`src/rtl/ram_arbiter.sv`:
```
// Arbiter sharing one single-port synchronous RAM between instruction fetch (I)
// and data access (D), one outstanding transaction at a time, D prioritised.
module ram_arbiter #(
  parameter int unsigned RAM_LATENCY = 1,
  parameter int unsigned MAX_STREAK  = 4
) (
  input  logic        clk,
  input  logic        resetn,
  input  logic        inst_req,
  input  logic [31:0] inst_addr,
  output logic        inst_addr_ok,
  output logic        inst_data_ok,
  output logic [31:0] inst_rdata,
  input  logic        data_req,
  input  logic        data_wr,
  input  logic [3:0]  data_wstrb,
  input  logic [31:0] data_addr,
  input  logic [31:0] data_wdata,
  output logic        data_addr_ok,
  output logic        data_data_ok,
  output logic [31:0] data_rdata,
  output logic        ram_en,
  output logic [3:0]  ram_we,
  output logic [31:0] ram_addr,
  output logic [31:0] ram_wdata,
  input  logic [31:0] ram_rdata,
  output logic        busy
);

  typedef enum logic {StIdle, StWait} state_e;

  state_e     state_q, state_d;
  logic       owner_q, owner_d;
  logic       owner_wr_q, owner_wr_d;
  logic [3:0] lat_cnt_q, lat_cnt_d;
  logic [3:0] streak_q, streak_d;
  logic       grant_d, grant_i;

  // Grants are gated by resetn so nothing reaches the RAM while reset is held.
  always_comb begin
    grant_d = 1'b0;
    grant_i = 1'b0;
    if (resetn && (state_q == StIdle)) begin
      grant_d = data_req & ~(inst_req & (streak_q == 4'(MAX_STREAK)));
      grant_i = inst_req & ~grant_d;
    end
  end

  always_comb begin
    state_d      = state_q;
    owner_d      = owner_q;
    owner_wr_d   = owner_wr_q;
    lat_cnt_d    = lat_cnt_q;
    streak_d     = streak_q;
    inst_addr_ok = 1'b0;
    data_addr_ok = 1'b0;
    inst_data_ok = 1'b0;
    data_data_ok = 1'b0;
    inst_rdata   = 32'h0;
    data_rdata   = 32'h0;
    ram_en       = 1'b0;
    ram_we       = 4'h0;
    ram_addr     = 32'h0;
    ram_wdata    = 32'h0;

    case (state_q)
      StIdle: begin
        inst_addr_ok = grant_i;
        data_addr_ok = grant_d;
        if (grant_d || grant_i) begin
          ram_en     = 1'b1;
          ram_addr   = grant_d ? data_addr : inst_addr;
          ram_we     = (grant_d && data_wr) ? data_wstrb : 4'h0;
          ram_wdata  = data_wdata;
          state_d    = StWait;
          owner_d    = grant_d;
          owner_wr_d = grant_d & data_wr;
          lat_cnt_d  = 4'(RAM_LATENCY - 1);
          // Only a D win over a waiting I counts towards the starvation limit.
          streak_d   = (grant_d && inst_req) ? streak_q + 4'd1 : 4'd0;
        end
      end
      StWait: begin
        if (lat_cnt_q != 4'd0) begin
          lat_cnt_d = lat_cnt_q - 4'd1;
        end else begin
          if (owner_q) begin
            data_data_ok = 1'b1;
            data_rdata   = owner_wr_q ? 32'h0 : ram_rdata;
          end else begin
            inst_data_ok = 1'b1;
            inst_rdata   = ram_rdata;
          end
          state_d = StIdle;
        end
      end
      default: state_d = StIdle;
    endcase
  end

  assign busy = (state_q == StWait);

  always_ff @(posedge clk or negedge resetn) begin
    if (!resetn) begin
      state_q    <= StIdle;
      owner_q    <= 1'b0;
      owner_wr_q <= 1'b0;
      lat_cnt_q  <= 4'd0;
      streak_q   <= 4'd0;
    end else begin
      state_q    <= state_d;
      owner_q    <= owner_d;
      owner_wr_q <= owner_wr_d;
      lat_cnt_q  <= lat_cnt_d;
      streak_q   <= streak_d;
    end
  end

endmodule

```
`config.mk`:
```
export PLATFORM = sky130hd
export DESIGN_NAME = ram_arbiter
export DESIGN_NICKNAME = d
export VERILOG_FILES = /design/src/rtl/ram_arbiter.sv
export SDC_FILE = /design/constraint.sdc
export NUM_CORES = 1
export LEC_CHECK = 0
export CELL_PAD_IN_SITES_DETAIL_PLACEMENT = 1
export CELL_PAD_IN_SITES_GLOBAL_PLACEMENT = 1
export CORE_UTILIZATION = 13
export CTS_CLUSTER_SIZE = 16
export DETAILED_ROUTE_END_ITERATION = 8
export PLACE_DENSITY = 0.81
export SETUP_SLACK_MARGIN = 0.15
export SLEW_MARGIN = 20
export SYNTH_ARGS = -nofsm -noshare
export SYNTH_HDL_FRONTEND = slang
export SYNTH_SLANG_ARGS = --single-unit
```
`constraint.sdc`:
```
create_clock -name clk -period 1.56 [get_ports clk]
set_clock_uncertainty 0.1 [all_clocks]
set_input_delay 0.234 -clock clk [delete_from_list [all_inputs] [get_ports clk]]
set_output_delay 0.234 -clock clk [all_outputs]
set_load 0.005 [all_outputs]
```
* Yosys cells after proc, flatten, opt, wreduce, memory -nomap -nowiden
Cells that the tools add are included.
** Operators by class
- Add/sub/neg operators :: 2
- Equality and inequality tests :: 3
- Multiplexer cells :: 33
- Bitwise gates (word level) :: 7
- Reductions and logical operators :: 7
** Operator list (number)
- $mux W32 :: 12
- $mux W4 :: 6
- $mux W1 :: 13
- $pmux W4 S2 :: 1
- $add A4 B1 Y4 const B :: 1
- $and A1 B1 Y1 :: 4
- $eq A4 B3 Y1 const B :: 1
- $ne A2 B1 Y1 const B :: 2
- $reduce_and A2 Y1 :: 2
- $reduce_bool A4 Y1 :: 1
- $sub A4 B1 Y4 const B :: 1
- $logic_and A1 B1 Y1 :: 3
- $not A1 Y1 :: 3
- $pmux W1 S2 :: 1
- $logic_or A1 B1 Y1 :: 1
** Storage, ports and cells
- Bits in registers :: 11
- Input port bits :: 137
- Output and inout port bits :: 138
- Logic and storage cells :: 57

* Longest topological paths before layout
Gate-level depths: netlist of the first run.
- Depth after elaboration :: 10
- Depth in mapped cells :: 6
- Depth with buffers taken out :: 5

* Worst setup path after synthesis of the first run
Ideal clock, no wire load.
- Kind :: reg2out
- Start :: register streak_q[0]
- End :: output port ram_addr[22]
- Arrival time :: 1.440 ns
- Setup slack :: -0.214 ns
- Cell stages (with the launch flop) :: 7
- Buffers on the path :: 1
- Cells stage by stage :: dfrtp_1 -> inv_1 -> ha_1 -> nand4b_1 -> and2_1 -> clkbuf_1 -> o21ai_0
** Between the ends
- Longest elaborated chain between the ends :: 10
- Elaborated cells on any way between the ends :: 12
** Ends and longest elaborated chain
- start, declared :: RTL line 36 : logic [3:0] streak_q, streak_d;
- start signal, assigned :: RTL line 115 : streak_q <= streak_d;
- $eq A4 B3 Y1 (*) :: RTL line 44 : grant_d = data_req & ~(inst_req & (streak_q == 4'(MAX_STREAK)));
- $and A1 B1 Y1 (*) :: RTL line 44
- $not A1 Y1 (*) :: RTL line 44
- $and A1 B1 Y1 (*) :: RTL line 44
- $not A1 Y1 :: RTL line 45 : grant_i = inst_req & ~grant_d;
- $and A1 B1 Y1 :: RTL line 45
- $mux W1 :: RTL line 43 : if (resetn && (state_q == StIdle)) begin
- $logic_or A1 B1 Y1 :: RTL line 70 : if (grant_d || grant_i) begin
- $mux W32 (*) :: RTL line 70
- $mux W32 (*) :: RTL line 66 : case (state_q)
- end, declared :: RTL line 24 : output logic [31:0] ram_addr,
Mark *: on every way between the ends. The rest lies on a longest branch, timed or not.

* Worst setup path after layout of the first run
- Start :: register streak_q[0]
- End :: output port ram_addr[13]
The elaborated chain is that of the path after synthesis.

==> results of run 1 <==
==> cell type report <==
class	count	area, µm²	share of cell area, %
tap	184	230.2	3.309
multi-input combinational	241	2006	28.83
clock buffer	4	78.83	1.133
timing repair buffer	395	4332	62.25
inverter	7	26.28	0.3776
sequential	11	275.3	3.956
antenna	4	10.01	0.1439
==> flip-flops by register name, summed over array words and instances (netlist names) <==
register / flops
lat_cnt_q: 4
streak_q: 4
busy: 1
owner_q: 1
owner_wr_q: 1
==> per-layer routing <==
metal  up-vias  GRT usage, %
li1       1769             -
met1      1881         19.12
met2       163         40.97
met3        23         4.029
met4         0         5.655
met5         -             0
==> power groups by stage <==
stage | Clock [µW] | Combinational (µW) | Sequential (µW)
finish | 488 | 1990 | 326
CTS | 497 | 1750 | 324
floorplan | 0 | 433 | 326
detailed placement | 0 | 1330 | 326
global placement | 0 | 1290 | 324
global route | 520 | 2100 | 328
==> repair_timing <==
| item | CTS | global route |
|---|---|---|
| gates cloned | 14 | 2 |
| buffers inserted | 52 | 14 |
| pin swaps | 83 | 36 |
| setup endpoints to repair | 149 | 149 |
| endpoints found under the hold margin | 5 | 0 |
| resized for setup | 723 | 127 |
| hold buffers | 2 | 0 |
==> logic make-up after synthesis <==
| group | after synthesis |
|---|---|
| muxes | 2 |
| buffers and inverters | 38 |
| and+or+nand+nor | 189 |
| AOI/OAI and AO/OA | 46 |
| DFF | 11 |
| adders and majority gates | 3 |
==> worst max path at each step <==
stage | end | slack (ps)
6_report | ram_addr[13] | -720
5_1_grt | ram_addr[13] | -830
4_1_cts | inst_rdata[1] | -680
3_5_place_dp | ram_we[0] | -860
3_3_place_gp | ram_we[2] | -830
2_1_floorplan | inst_rdata[22] | -180
==> placed cells by master (no fill, tap or decap), types with 11 or more instances in the layout <==
cell             Yosys  final
buf_16               0     13
buf_4                0     30
nand3_1             33     33
buf_12               0     16
and2_4               0     95
buf_2                8     36
nand4_1             32     32
dfrtp_1             11     11
o21ai_2              1     31
clkdlybuf4s50_1      0    133
buf_6                3    155
==> through the flow <==
step           total power [µW]  hold slack (ps)
3_3_place_gp               1613            411.2
4_1_cts                    2568            491.2
3_5_place_dp               1660            439.0
2_1_floorplan             758.7           -161.6
6_report                   2800            490.2
5_1_grt                    2944            508.5
==> reports/metrics.cfg, run 1 <==
[status]
status=finished with violations
violations=negative setup slack

[drt]
wl_met2_um=9697
drtPass1Iterations=6
top_layer_used=met4
drt_iter0_markers=87
wl_per_cell_um=19.83
drt-total-wl_um=16780
remaining_drc_errors=0
drt-met1-wl_um=5687
antenna_left=0
avgViaCountPerCell=4.534
wl_met3_um=1043
via_count=3836

[worst_setup_path]
regToRegSetupSlack_ps=-270
cp_common_cell=buf_6
cp_slowest_cell=dfrtp_1
crit_cells=9
r2r_start=streak_q[0]
worstRegToRegCells=8
timing.rr.end=owner_wr_q
worstSetupPathType=reg2out
startpoint=streak_q[0]
end_kind=primary output
path_delay_family=buffers and inverters
worstPathArrival_ps=1950
path_cells=inv_2 -> ha_4 -> nand4b_1 -> buf_4 -> and2_4 -> buf_6 -> buf_6 -> o21ai_2 -> buf_2
max_stage_delay_ps=400
crit_fanout=6
crit_buf_inv=5
cp-start-kind=flip-flop
required_ps=1230

[synth]
synth_compound_area_share_pct=13.91
synth-seq-cells=11
syn_avg_cell_area_um2=6.693
seq_area_frac_synth_pct=14.23
synthSimpleGateAreaFrac_pct=59.77
ys_async_sr_fraction_pct=100.0
ys_warn_count=0
synth-edff-count=0
synthDistinctLibCells=36
synth.area.top_cells=and2_1 31%, dfrtp_1 14%, nand4_1 10%
syn_inst=289
synth-xor-area-share_pct=0
muxShareOfSynthArea_pct=1.100
yosysMostFrequentCell=and2_1
synth_top_area_share_pct=31.37
synth_flop_cell=dfrtp_1
synth_adder_area_share_pct=1.940
synth_area_um2=1934
synth_nets=429
synth_top_area_cell=and2_1
synth_common_cells=97 x and2_1, 33 x nand3_1, 33 x o21ai_0
synth_top_family_by_area=simple AND/OR/NAND/NOR gates

[power]
power_frac_comb_pct=70.9
power_leakage_uw=0.003164
swShare_pct=30.54
p_per_area_nw_per_um2=402.4
p_seq_share_pct=11.6
clockPowerShare_pct=17.4
peakVddDrop_v=0.0002542
internal_power_uw=1945
power_switching_uw=854.9

[sta]
fmax_mhz=438.3
tightest_slew_ps=349.9
fin_crit_ps=2281
rsz0062_at_grt=true
hold_violations=0
fin_crit_sh_pct=146.2
max_slew_margin_pct=76.59
fin_tns_setup_ps=-80610
maxSlewViolCount=0
finalSetupViolCount=145
setup_ws_ps=-721.3

[global_routing]
gr-total-overflow=0
grt_first_pass_wirelength_um=22750
grt_usage_pct=19.74
first_global_vias=4064
antenna_found_initial=3
grt_max_degree=29

[placement]
postPlaceCellArea_um2=5319
pre_cts_slack_ps=-861.9
port_buffers=274
dp_cells=754
place.gp.congestion=0.7426
hpwl_um=10680

[clock_network]
cts_root_buf=clkbuf_16
numCtsBuffers=3
clock_sinks=11
cts_tree=done
cts.path.max_buffers=2
clkTransAtPathRegs_ps=40
cts_htree_levels=1
clkLatencyLatePin_ps=250

[min_path]
min_path_cells=1
hp-start=owner_q
worstHoldEndpoint=owner_q
hold_path.class=reg2reg

[floorplan]
dieArea_um2=15370
start_util_pct=13.31
die_h_um=124.0
io_pins=275
die_x_um=124.0
coreArea_um2=14530
rows=44

[final_layout]
synthToLayoutAreaGrowth_pct=259.7
final_area_um2=6958
final_cells=846
fin_util_pct=47.87
drive_gt1_share_pct=63.53
n_fill_cell=1607
final_net_count=799

[flow_run]
maxCapViolations=0

No activity file was read; power rests on OpenSTA's default activity.
==> inputs of run 2 (changes only) <==
--- a/config.mk
+++ b/config.mk
@@ -5,12 +5,14 @@
 export SDC_FILE = /design/constraint.sdc
 export NUM_CORES = 1
 export LEC_CHECK = 0
+export ABC_AREA = 1
 export CELL_PAD_IN_SITES_DETAIL_PLACEMENT = 1
 export CELL_PAD_IN_SITES_GLOBAL_PLACEMENT = 1
+export CORE_MARGIN = 5
 export CORE_UTILIZATION = 13
 export CTS_CLUSTER_SIZE = 16
 export DETAILED_ROUTE_END_ITERATION = 8
-export PLACE_DENSITY = 0.81
+export PLACE_DENSITY = 0.77
 export SETUP_SLACK_MARGIN = 0.15
 export SLEW_MARGIN = 20
 export SYNTH_ARGS = -nofsm -noshare
==> reports/metrics.cfg, run 2 <==
[status]
violations=negative setup slack
status=finished with violations

[floorplan]
die_x_um=142.5  ; +15%
start_util_pct=13.24  ; -0.069 points
die_h_um=142.5  ; +15%
rows=48  ; +9.1%
dieArea_um2=20300  ; +32%
coreArea_um2=17240  ; +19%
io_pins=275  ; unchanged

[final_layout]
reg_top3=lat_cnt_q: 4 flops, streak_q: 4 flops
synthToLayoutAreaGrowth_pct=231.0
mostFrequentLayoutCell=clkdlybuf4s50_1
final_cell_mix=133 x clkdlybuf4s50_1, 130 x inv_1, 100 x buf_2, 79 x buf_6, 73 x nand2_1
final_cells=1084  ; +28%
final_net_count=1000  ; +25%
drive_gt1_share_pct=53.32  ; -10 points
antennaDiodeCount=0  ; -4

[clock_network]
numCtsBuffers=3  ; unchanged
clkLatencyLatePin_ps=230  ; -20 ps
cts_tree=done
cts_htree_levels=1  ; unchanged
clkTransAtPathRegs_ps=40  ; about the same
cts_root_buf=clkbuf_16
cts.path.max_buffers=2  ; unchanged
clock_sinks=11  ; unchanged

[synth]
syn_inst=476  ; +65%
synth_common_cells=150 x inv_1, 121 x nand2_1, 67 x nor2_1
ys_async_sr_fraction_pct=100.0  ; unchanged
synth_area_um2=2282  ; +18%
syn_avg_cell_area_um2=4.795  ; -28%
synthDistinctLibCells=22  ; -39%
seq_area_frac_synth_pct=12.06  ; -2.2 points
synth_nets=616  ; +44%
synth-edff-count=0  ; unchanged
ys_warn_count=0  ; unchanged
synth_top_area_share_pct=24.67  ; -6.7 points
synth_flop_cell=dfrtp_1
synth.area.top_cells=inv_1 25%, nand2_1 20%, dfrtp_1 12%
yosysMostFrequentCell=inv_1
synth-seq-cells=11  ; unchanged
synth_top_area_cell=inv_1

[worst_setup_path]
r2r_start=streak_q[0]
required_ps=1230  ; about the same
end_kind=primary output
crit_fanout=6  ; unchanged
worstPathArrival_ps=1910  ; -40 ps
regToRegSetupSlack_ps=-250  ; +20 ps
worstSetupPathType=reg2out
timing.rr.end=owner_wr_q
worstRegToRegCells=11  ; +3
cp-start-kind=flip-flop

[power]
swShare_pct=37.97  ; +7.4 points
power_leakage_uw=0.004037  ; +28%
power_switching_uw=1144  ; +34%
power_frac_comb_pct=73.6  ; +2.7 points
p_seq_share_pct=10.8  ; -0.8 points
peakVddDrop_v=0.0003728  ; +47%
clockPowerShare_pct=15.6  ; -1.8 points
p_per_area_nw_per_um2=398.9  ; -0.86%
internal_power_uw=1869  ; -3.9%

[sta]
fin_crit_ps=2245  ; -36.01 ps
setup_ws_ps=-685.3  ; +36.01 ps
rsz0062_at_grt=true
fin_tns_setup_ps=-70000  ; +10620 ps
hold_violations=0  ; unchanged
fin_crit_sh_pct=143.9  ; -2.3 points
tightest_slew_ps=386.3  ; +36.35 ps
finalSetupViolCount=147  ; +1.4%
max_slew_margin_pct=74.22  ; -2.4 points
holdWs_ps=8.244  ; -481.9 ps
fmax_mhz=445.4  ; +1.6%
maxSlewViolCount=0  ; unchanged

[drt]
wl_per_cell_um=16.81  ; -15%
antenna_left=0  ; unchanged
drt_iter0_markers=82  ; -5.7%
remaining_drc_errors=0  ; unchanged
avgViaCountPerCell=4.077  ; -10%
wl_met3_um=1466  ; +41%
via_count=4420  ; +15%
drtPass1Iterations=4  ; -2
top_layer_used=met4
wl_met2_um=10130  ; +4.5%
drt-total-wl_um=18230  ; +8.6%
drt-met1-wl_um=6357  ; +12%

[flow_run]
maxCapViolations=0  ; unchanged

[placement]
hpwl_um=11820  ; +11%
place.gp.congestion=0.7575  ; +2.0%
port_buffers=274  ; unchanged
dp_cells=989  ; +31%

[global_routing]
antenna_found_initial=0  ; -3
grt_first_pass_wirelength_um=24500  ; +7.7%
gr-total-overflow=0  ; unchanged
grt_usage_pct=14.80  ; -4.9 points
grt_max_degree=26  ; -10%
first_global_vias=4598  ; +13%

[min_path]
hold_path.class=in2async

## run 2: cell count changes in the layout (fill, tap and decap cells not counted), moves of 13 or more
cell | before | now
inv_2 | 5 | 18
and2_4 | 95 | 0
nand2_4 | 0 | 14
nor3_4 | 1 | 33
nor2_4 | 2 | 51
buf_2 | 36 | 100
nand2_1 | 2 | 73
inv_1 | 2 | 130
o21ai_2 | 31 | 2
buf_4 | 30 | 44
nor2_2 | 0 | 13
nand2_2 | 2 | 35
nand3_1 | 33 | 6
buf_6 | 155 | 79
## run 2: final cells by class
type                            count  area (µm²)
Sequential cell                    11       277.8
Clock buffer                        4       78.83
Inverter                          152       588.1
Fill cell                        2070        9682
Tap cell                          225       281.5
Multi-Input combinational cell    282        2325
Timing Repair Buffer              410        4004
## run 2: critical path, cell delays in order (launching register included)
cell	delay, ps
dfrtp_1	390
inv_2	90
ha_4	150
nand2_4	50
nor2_4	120
buf_6	120
nand3_4	70
buf_12	150
buf_8	130
buf_16	140
nor3_4	120
buf_2	140
## run 2: how the worst max path moves through the flow
stage                 start             end  slack (ps)  depth (start not counted)
2_1_floorplan   streak_q[0]    ram_addr[28]         -60                         11
3_3_place_gp         resetn   ram_wdata[11]        -810                          8
3_5_place_dp         resetn   ram_wdata[22]        -850                          8
4_1_cts        lat_cnt_q[1]   data_rdata[1]        -640                         11
5_1_grt        lat_cnt_q[1]  data_rdata[15]        -760                         11
6_report       lat_cnt_q[1]  data_rdata[15]        -690                         11
## run 2: power by group through the flow
stage | Combinational (µW) | Clock (µW) | Sequential (µW)
finish | 2220 | 469 | 325
global route | 2370 | 493 | 327
CTS | 1840 | 482 | 324
detailed placement | 1630 | 0 | 326
global placement | 1600 | 0 | 326
floorplan | 630 | 0 | 325
## run 2: kinds of logic after synthesis
| group | synth area share, % |
|---|---|
| adder cells (fa/ha/maj) | 1.645 |
| XOR/XNOR | 0.7677 |
| flip-flops | 12.06 |
| AO/OA/AOI/OAI | 1.535 |
| AND/OR/NAND/NOR | 52.25 |
| buffers and inverters | 31.74 |
## run 2: metal layers
layer  vias to the layer above  GRT usage (%)
met2                       175          29.70
li1                       2147              -
met4                         0          1.801
met5                         -              0
met1                      2080          15.64
met3                        18          3.965
## run 2: metrics by stage
stage          utilization (%)  setup slack [ps]  power [µW]  instance area, µm²
2_1_floorplan                -            -55.05       955.1                2756
3_3_place_gp             35.08            -814.5        1926                6046
3_5_place_dp             35.08            -847.3        1955                6046
4_1_cts                  38.11            -643.7        2650                6569
5_1_grt                  43.83            -757.3        3195                7555
6_report                 43.83            -685.3        3014                7555
## run 2: timing repair
item,in CTS,in global routing
gates cloned,9,7
hold buffers,0,0
resized for setup,541,311
buffers inserted,41,34
pin swaps,19,28
setup endpoints to repair,149,149
==> inputs of run 3 (changes only) <==
--- a/config.mk
+++ b/config.mk
@@ -6,6 +6,7 @@
 export NUM_CORES = 1
 export LEC_CHECK = 0
 export ABC_AREA = 1
+export CAP_MARGIN = 20
 export CELL_PAD_IN_SITES_DETAIL_PLACEMENT = 1
 export CELL_PAD_IN_SITES_GLOBAL_PLACEMENT = 1
 export CORE_MARGIN = 5
@@ -14,6 +15,7 @@
 export DETAILED_ROUTE_END_ITERATION = 8
 export PLACE_DENSITY = 0.77
 export SETUP_SLACK_MARGIN = 0.15
+export SKIP_CTS_REPAIR_TIMING = 1
 export SLEW_MARGIN = 20
 export SYNTH_ARGS = -nofsm -noshare
 export SYNTH_HDL_FRONTEND = slang
==> reports/metrics.cfg, run 3 (synthesis gave the netlist of run 2 again) <==
[status]
status=finished with violations
violations=negative setup slack

[placement]
postPlaceCellArea_um2=6046  ; unchanged
hpwl_um=11820  ; unchanged
place.gp.congestion=0.7575  ; unchanged
pre_cts_slack_ps=-847.3  ; unchanged
port_buffers=274  ; unchanged

[power]
swShare_pct=37.49  ; -0.48 points
clockPowerShare_pct=17.3  ; +1.7 points
power_frac_comb_pct=70.7  ; -2.9 points
p_seq_share_pct=12.0  ; +1.2 points
internal_power_uw=1691  ; -9.5%
power_switching_uw=1014  ; -11%
power_leakage_uw=0.004039  ; about the same
p_per_area_nw_per_um2=391.8  ; -1.8%
peakVddDrop_v=0.0003609  ; -3.2%
finalPower_uw=2706  ; -10%

[worst_setup_path]
r2r_start=streak_q[0]
path_delay_family=buffers and inverters
worstSetupPathType=reg2out
cp_slowest_cell=dfrtp_1
path_cells=inv_2 -> ha_4 -> nand2_2 -> inv_2 -> nand2_4 -> nand3_4 -> buf_6 -> clkbuf_16 -> buf_6 -> nand2_2 -> nand2_1 -> inv_1 -> buf_2
regToRegSetupSlack_ps=-120  ; +130 ps
cp-start-kind=flip-flop
crit_buf_inv=7  ; +1
worstRegToRegCells=12  ; +1
max_stage_delay_ps=360  ; -30 ps
end_kind=primary output
required_ps=1230  ; about the same
crit_cells=13  ; +2
timing.rr.end=streak_q[2]
worstPathArrival_ps=1850  ; -60 ps
crit_fanout=7  ; +1

[final_layout]
drive_gt1_share_pct=44.19  ; -9.1 points
mostFrequentLayoutCell=clkdlybuf4s50_1
final_net_count=976  ; -2.4%
final_cell_mix=138 x clkdlybuf4s50_1, 137 x inv_1, 90 x nand2_1, 77 x buf_2, 54 x buf_4
synthToLayoutAreaGrowth_pct=202.6
reg_top3=lat_cnt_q: 4 flops, streak_q: 4 flops
final_area_um2=6905  ; -8.6%

[floorplan]
io_pins=275  ; unchanged
start_util_pct=13.24  ; unchanged
coreArea_um2=17240  ; unchanged
die_x_um=142.5  ; unchanged
die_h_um=142.5  ; unchanged
dieArea_um2=20300  ; unchanged
rows=48  ; unchanged

[clock_network]
clkLatencyLatePin_ps=230  ; about the same
cts.path.max_buffers=2  ; unchanged
clkTransAtPathRegs_ps=40  ; about the same
cts_root_buf=clkbuf_16
numCtsBuffers=3  ; unchanged
cts_htree_levels=1  ; unchanged
cts_tree=done
clock_sinks=11  ; unchanged

[sta]
finalSetupViolCount=142  ; -3.4%
fin_crit_sh_pct=140.2  ; -3.8 points
rsz0062_at_grt=true
tightest_slew_ps=354.4  ; -31.87 ps
hold_violations=0  ; unchanged
fin_crit_ps=2187  ; -58.61 ps
setup_ws_ps=-626.7  ; +58.61 ps
fmax_mhz=457.3  ; +2.7%
maxSlewViolCount=0  ; unchanged
max_slew_margin_pct=76.35  ; +2.1 points

[global_routing]
gr-total-overflow=0  ; unchanged
grt_max_degree=34  ; +31%
grt_first_pass_wirelength_um=21510  ; -12%
first_global_vias=4206  ; -8.5%
grt_usage_pct=12.81  ; -2.0 points
antenna_found_initial=1  ; +1

[min_path]
hold_path.class=in2async

[drt]
via_count=4238  ; -4.1%
antenna_left=0  ; unchanged
drtPass1Iterations=4  ; unchanged
drt-total-wl_um=16730  ; -8.2%
drt_iter0_markers=65  ; -21%
avgViaCountPerCell=3.994  ; -2.0%
remaining_drc_errors=0  ; unchanged
wl_per_cell_um=15.77  ; -6.2%

[flow_run]
maxCapViolations=0  ; unchanged

==> run 3: changes by cell type in the layout (fill, tap and decap cells not counted), sizes merged, moves of 3 or more <==
cell and change:
clkbuf +28, clkdlybuf4s50 +5, dlymetal6s2s +18, buf -73
dlygate4sd2 -3
==> run 3: worst min-delay path: cells and delay by family <==
kind / cells / cell delay, ps
buffers and inverters: 3 / 860
==> run 3: power by group through the flow <==
stage	Combinational, µW	Sequential [µW]	Clock (µW)
6_report	1910	325	468
3_5_place_dp	1630	326	0
5_1_grt	2070	328	494
2_1_floorplan	630	325	0
3_3_place_gp	1600	326	0
4_1_cts	1640	322	482
==> run 3: layout make-up <==
| class | instances | area [µm²] |
|---|---|---|
| inverter | 152 | 575.6 |
| antenna | 1 | 2.502 |
| multi-input combinational | 282 | 2083 |
| timing repair buffer | 386 | 3606 |
| sequential | 11 | 277.8 |
| fill | 2116 | 10330 |
| clock buffer | 4 | 78.83 |
| tap | 225 | 281.5 |
==> run 3: how the worst max path moves through the flow <==
stage | startpoint | endpoint | slack, ps
final | streak_q[0] | ram_addr[10] | -630
after global routing | streak_q[0] | ram_addr[2] | -760
after CTS | lat_cnt_q[1] | inst_rdata[27] | -910
after detailed placement | resetn | ram_wdata[22] | -850
after global placement | resetn | ram_wdata[11] | -810
after floorplan | streak_q[0] | ram_addr[28] | -60
==> run 3: routing by layer <==
metal	share of wire (%)	track usage [%]	vias to the layer above	wire length (µm)
met4	1.9	1.751	0	324
met1	35	13.77	1947	5876
met3	8.8	4.469	18	1473
li1	-	-	2102	-
met5	0	0	-	0
met2	54	24.55	171	9054
==> run 3: per-stage QoR <==
step	utilization (%)	hold slack [ps]	cells	TNS, ps
after CTS	35.53	266.4	993	-114000
after global routing	40.06	492.0	1061	-75470
after global placement	35.08	419.9	989	-93730
after detailed placement	35.08	434.8	989	-96880
final	40.06	426.7	1061	-62480
after floorplan	-	-161.6	476	-1039
